--- config.mk ---
export PLATFORM = sky130hd
export DESIGN_NAME = cpu_sequencer
export DESIGN_NICKNAME = d
export VERILOG_FILES = /design/src/rtl/cpu_sequencer.sv
export SDC_FILE = /design/constraint.sdc
export NUM_CORES = 1
export LEC_CHECK = 0
export CORE_UTILIZATION = 45
export CTS_BUF_LIST = sky130_fd_sc_hd__clkbuf_16
export DETAILED_ROUTE_END_ITERATION = 10
export MAX_ROUTING_LAYER = met4
export PLACE_DENSITY = 0.8
export SKIP_CTS_REPAIR_TIMING = 1
export SLEW_MARGIN = 40
export SYNTH_ARGS = -nofsm -noshare
export SYNTH_HDL_FRONTEND = slang
export SYNTH_SLANG_ARGS = --single-unit
--- constraint.sdc ---
create_clock -name clk -period 2.5 [get_ports clk]
set_input_delay 0.5 -clock clk [delete_from_list [all_inputs] [get_ports clk]]
set_output_delay 0.5 -clock clk [all_outputs]
set_load 0.005 [all_outputs]
--- src/rtl/cpu_sequencer.sv ---
// Multi-cycle control sequencer: fetch, decode, exec, mem, writeback.
// Owns the PC, IR, retire counter and the memory-timeout error trap.
module cpu_sequencer #(
    parameter logic [31:0] RESET_PC = 32'h0000_0000,
    parameter int          TIMEOUT  = 16,
    parameter int          CNT_W    = 32
) (
    input  logic             clk,
    input  logic             rst_n,
    output logic             imem_req,
    output logic [31:0]      imem_addr,
    input  logic             imem_ack,
    input  logic [31:0]      imem_rdata,
    output logic [31:0]      ir,
    input  logic             mr_sel,
    input  logic             mw_sel,
    input  logic             rw_sel,
    output logic             dmem_req,
    output logic             dmem_we,
    input  logic             dmem_ack,
    output logic             rf_we,
    output logic [31:0]      pc,
    output logic             retire,
    output logic [CNT_W-1:0] instr_count,
    output logic             err,
    output logic [2:0]       state
);

    typedef enum logic [2:0] {
        S_FETCH  = 3'd0,
        S_DECODE = 3'd1,
        S_EXEC   = 3'd2,
        S_MEM    = 3'd3,
        S_WB     = 3'd4,
        S_ERR    = 3'd7
    } state_t;

    localparam int TW = (TIMEOUT < 2) ? 1 : $clog2(TIMEOUT + 1);
    localparam logic [TW-1:0] TMO_LAST =
        (TIMEOUT > 0) ? TW'(TIMEOUT - 1) : '0;
    localparam bit TMO_EN = (TIMEOUT > 0);

    state_t           state_q, state_d;
    logic [31:0]      pc_q, pc_d;
    logic [31:0]      ir_q, ir_d;
    logic [CNT_W-1:0] cnt_q, cnt_d;
    logic [TW-1:0]    tmo_q, tmo_d;
    logic             imem_req_q, imem_req_d;
    logic             dmem_req_q, dmem_req_d;
    logic             dmem_we_q, dmem_we_d;
    logic             rf_we_q, rf_we_d;
    logic             err_q, err_d;
    logic             retire_c;
    logic             tmo_hit;
    logic [TW-1:0]    tmo_inc;

    assign tmo_hit = TMO_EN && (tmo_q == TMO_LAST);
    assign tmo_inc = TMO_EN ? tmo_q + TW'(1) : '0;

    always_comb begin
        state_d  = state_q;
        pc_d     = pc_q;
        ir_d     = ir_q;
        cnt_d    = cnt_q;
        tmo_d    = '0;
        retire_c = 1'b0;
        unique case (state_q)
            // first cycle after reset has no request out yet
            S_FETCH: begin
                if (imem_req_q) begin
                    if (imem_ack) begin
                        ir_d    = imem_rdata;
                        state_d = S_DECODE;
                    end else if (tmo_hit) begin
                        state_d = S_ERR;
                    end else begin
                        tmo_d = tmo_inc;
                    end
                end
            end
            S_DECODE: state_d = S_EXEC;
            S_EXEC: begin
                if (mw_sel || mr_sel) begin
                    state_d = S_MEM;
                end else if (rw_sel) begin
                    state_d = S_WB;
                end else begin
                    retire_c = 1'b1;
                end
            end
            S_MEM: begin
                if (dmem_ack) begin
                    if (dmem_we_q) retire_c = 1'b1;
                    else           state_d  = S_WB;
                end else if (tmo_hit) begin
                    state_d = S_ERR;
                end else begin
                    tmo_d = tmo_inc;
                end
            end
            S_WB:  retire_c = 1'b1;
            S_ERR: state_d  = S_ERR;
            default: state_d = S_ERR;
        endcase
        if (retire_c) begin
            pc_d    = pc_q + 32'd4;
            cnt_d   = cnt_q + CNT_W'(1);
            state_d = S_FETCH;
        end
        imem_req_d = (state_d == S_FETCH);
        dmem_req_d = (state_d == S_MEM);
        dmem_we_d  = (state_d == S_MEM) &&
                     ((state_q == S_EXEC) ? mw_sel : dmem_we_q);
        rf_we_d    = (state_d == S_WB);
        err_d      = (state_d == S_ERR);
    end

    always_ff @(posedge clk or negedge rst_n) begin
        if (!rst_n) begin
            state_q    <= S_FETCH;
            pc_q       <= RESET_PC;
            ir_q       <= '0;
            cnt_q      <= '0;
            tmo_q      <= '0;
            imem_req_q <= 1'b0;
            dmem_req_q <= 1'b0;
            dmem_we_q  <= 1'b0;
            rf_we_q    <= 1'b0;
            err_q      <= 1'b0;
        end else begin
            state_q    <= state_d;
            pc_q       <= pc_d;
            ir_q       <= ir_d;
            cnt_q      <= cnt_d;
            tmo_q      <= tmo_d;
            imem_req_q <= imem_req_d;
            dmem_req_q <= dmem_req_d;
            dmem_we_q  <= dmem_we_d;
            rf_we_q    <= rf_we_d;
            err_q      <= err_d;
        end
    end

    assign imem_req    = imem_req_q;
    assign imem_addr   = pc_q;
    assign ir          = ir_q;
    assign dmem_req    = dmem_req_q;
    assign dmem_we     = dmem_we_q;
    assign rf_we       = rf_we_q;
    assign pc          = pc_q;
    assign retire      = retire_c;
    assign instr_count = cnt_q;
    assign err         = err_q;
    assign state       = state_q;

endmodule

==> reports/qor.yml <==
finalHoldWorstSlack_ns: 0.0526
final_nets: 643
fmax_mhz: 443
drc: 0
setup_violations: 0
cts_buffer_depth: 2
finalHoldViolCount: 0
end_kind: "output port"
cts_tree: "yes"
maxCapViolCount: 0
cts_made_buffers: 9
vias_per_cell: 5.08
drt-total-wl_mm: 11.5
core-area_mm2: 0.0108
clk_latency_ns: 0.34
synth_cell_types: 48
slew_viol_final: 0
ir_drop_mv: 0.443
drtPass1Iterations: 5
place_worst_setup_slack_ns: -0.131
wl_per_cell_um: 15.4
synth_area_mm2: 0.00499
worstPathArrival_ns: 1.76
cts_sinks: 107
min_path_type: "in -> async"
place_inst: 730
die_area_mm2: 0.0115
period_share: 0.902
num_rows: 38
antenna_found_initial: 0
grt_pass1_wl_mm: 19.0
crit_type: "in -> out"
cp.required_ns: 2.00
cp-start-kind: "input pin"
dp_hpwl_mm: 8.58
status: "finished clean"
syn_area_per_cell_um2: 11.3
grt_use_total: 0.218
num_io_pins: 176
fill_cells: 854
tns_ns: 0
path_clk_slew_ns: 0.08
die_w_um: 107
synth_edf_count: 0
route.vias.total: 3786
stdcell_count: 746
cp_max_fo: 2
ys_ff_latch: 107
die_h_um: 107
yosys_warnings: 0
cts_root_buf: "clkbuf_16"
synth.largest_area_cell: "dfrtp_1"
final_area_mm2: 0.00706
clock_tree.htree_level_count: 3
yosys.area.top_type_share: 0.537
finalClockSkew_ns: 0.00808
port-buffer-count: 171
yosys-top-cells-area: "dfrtp_1 (54%), mux2_2 (7.2%), xor2_1 (6.0%)"
drive_above_1_share: 0.139
overflow: 0
synthCells: 440
antenna_left: 0
final_util: 0.652
syn_to_final_growth_pct: 41.7
min_period_ns: 2.26
yosysSeqAreaShare: 0.537
initial_core_util: 0.460
slew_headroom: 0.624
synth_flop_cell: "dfrtp_1"
p_per_area_mw_per_mm2: 563
rsz0062_at_grt: "false"
power_leakage_nw: 3.17
worstMarginPinSlew_ns: 0.557
setup_ws_ns: 0.245
ys_async_sr_fraction: 1.00
antenna_cells: 0
power.total_mw: 3.98
grt_pass1_vias: 3845
grt_max_degree: 54
placed_area_mm2: 0.00675
drt_iter0_drc: 136
gp_congestion: 0.880
per-layer routing:
layer	vias to the layer above	wire, um	part of all wire	global-route usage
met3	24	773	0.067	0.0484
met2	151	5500	0.48	0.349
li1	1790	-	-	-
met5	-	0	0	-
met1	1821	4970	0.43	0.279
met4	0	214	0.019	0.0656
where the power goes:
| part | switching [mW] | internal [mW] |
|---|---|---|
| combinational | 0.184 | 0.375 |
| sequential | 0.111 | 1.85 |
| clock | 0.664 | 0.797 |
| total | 0.959 | 3.02 |
layout make-up:
| type | instances | area, um^2 | share of cell area |
|---|---|---|---|
| clock inverters | 7 | 83.8 | 0.0119 |
| repair buffers | 192 | 1880 | 0.266 |
| flip-flops and latches | 107 | 2680 | 0.379 |
| well taps | 140 | 175 | 0.0248 |
| multi-input cells | 275 | 1960 | 0.277 |
| inverters | 16 | 60.1 | 0.00850 |
| clock buffers | 9 | 225 | 0.0319 |
worst max-delay path, stage by stage:
cell,delay (ns)
clkdlybuf4s50_1,0.43
or2_4,0.28
nor4_4,0.24
nor2_2,0.09
inv_2,0.08
dlymetal6s2s_1,0.13
cell usage after synthesis, types with 2 or more instances:
library cell,count
dfrtp_1,107
buf_4,34
xor2_1,34
mux2_2,32
xnor2_1,28
nand3_1,26
nor2_1,26
nand2_1,25
nor3_1,24
inv_1,15
nand4_1,15
buf_2,9
and2_1,7
nor4_1,7
and3_1,4
or3_1,4
ha_1,3
nor4_2,3
a21oi_1,2
nand3b_1,2
nor2b_1,2
o211ai_1,2
o21ai_1,2
or2_2,2
or3b_2,2
registers in the layout, summed over array words and instances, names as in the netlist:
| register | flops |
|---|---|
| instr_count | 32 |
| ir | 32 |
| imem_addr | 30 |
| tmo_q | 5 |
| state | 3 |
| dmem_req | 1 |
| dmem_we | 1 |
| err | 1 |
| imem_req | 1 |
| rf_we | 1 |
cells by family (layout without fill, tap and decap cells):
| family | after synthesis | after routing | synth area share |
|---|---|---|---|
| AND/OR/NAND/NOR | 156 | 156 | 0.169 |
| flip-flops | 107 | 107 | 0.537 |
| XOR/XNOR | 62 | 62 | 0.109 |
| buffers and inverters | 61 | 224 | 0.0738 |
| multiplexers | 34 | 34 | 0.0788 |
| AO/OA/AOI/OAI | 16 | 16 | 0.0241 |
| adder cells (fa/ha/maj) | 3 | 3 | 0.00753 |
| other | 1 | 4 | 0.000752 |
placed cells by master, fill, tap and decap left out, types with 21 or more instances in the layout:
cell and count:
buf_4 21, clkdlybuf4s50_1 169, dfrtp_1 107, mux2_2 32
nand2_1 25, nand3_1 26, nor2_1 24, nor3_1 24
xnor2_1 28, xor2_1 34
path summary, 6_finish.rpt:
check	startpoint	endpoint	slack, ns	cells after the start
setup / recovery	mr_sel	retire	0.24	6
setup reg to reg	state[1]$_DFF_PN0_	dmem_we$_DFF_PN0_	0.39	6
min in group clk	tmo_q[0]$_DFF_PN0_	tmo_q[0]$_DFF_PN0_	0.46	1
hold / removal	rst_n	instr_count[20]$_DFFE_PN0P_	0.05	1
hold reg to reg	tmo_q[0]$_DFF_PN0_	tmo_q[0]$_DFF_PN0_	0.46	1
max in group asynchronous	rst_n	ir[9]$_DFFE_PN0P_	1.72	2
No activity file was read; power rests on OpenSTA's default activity.
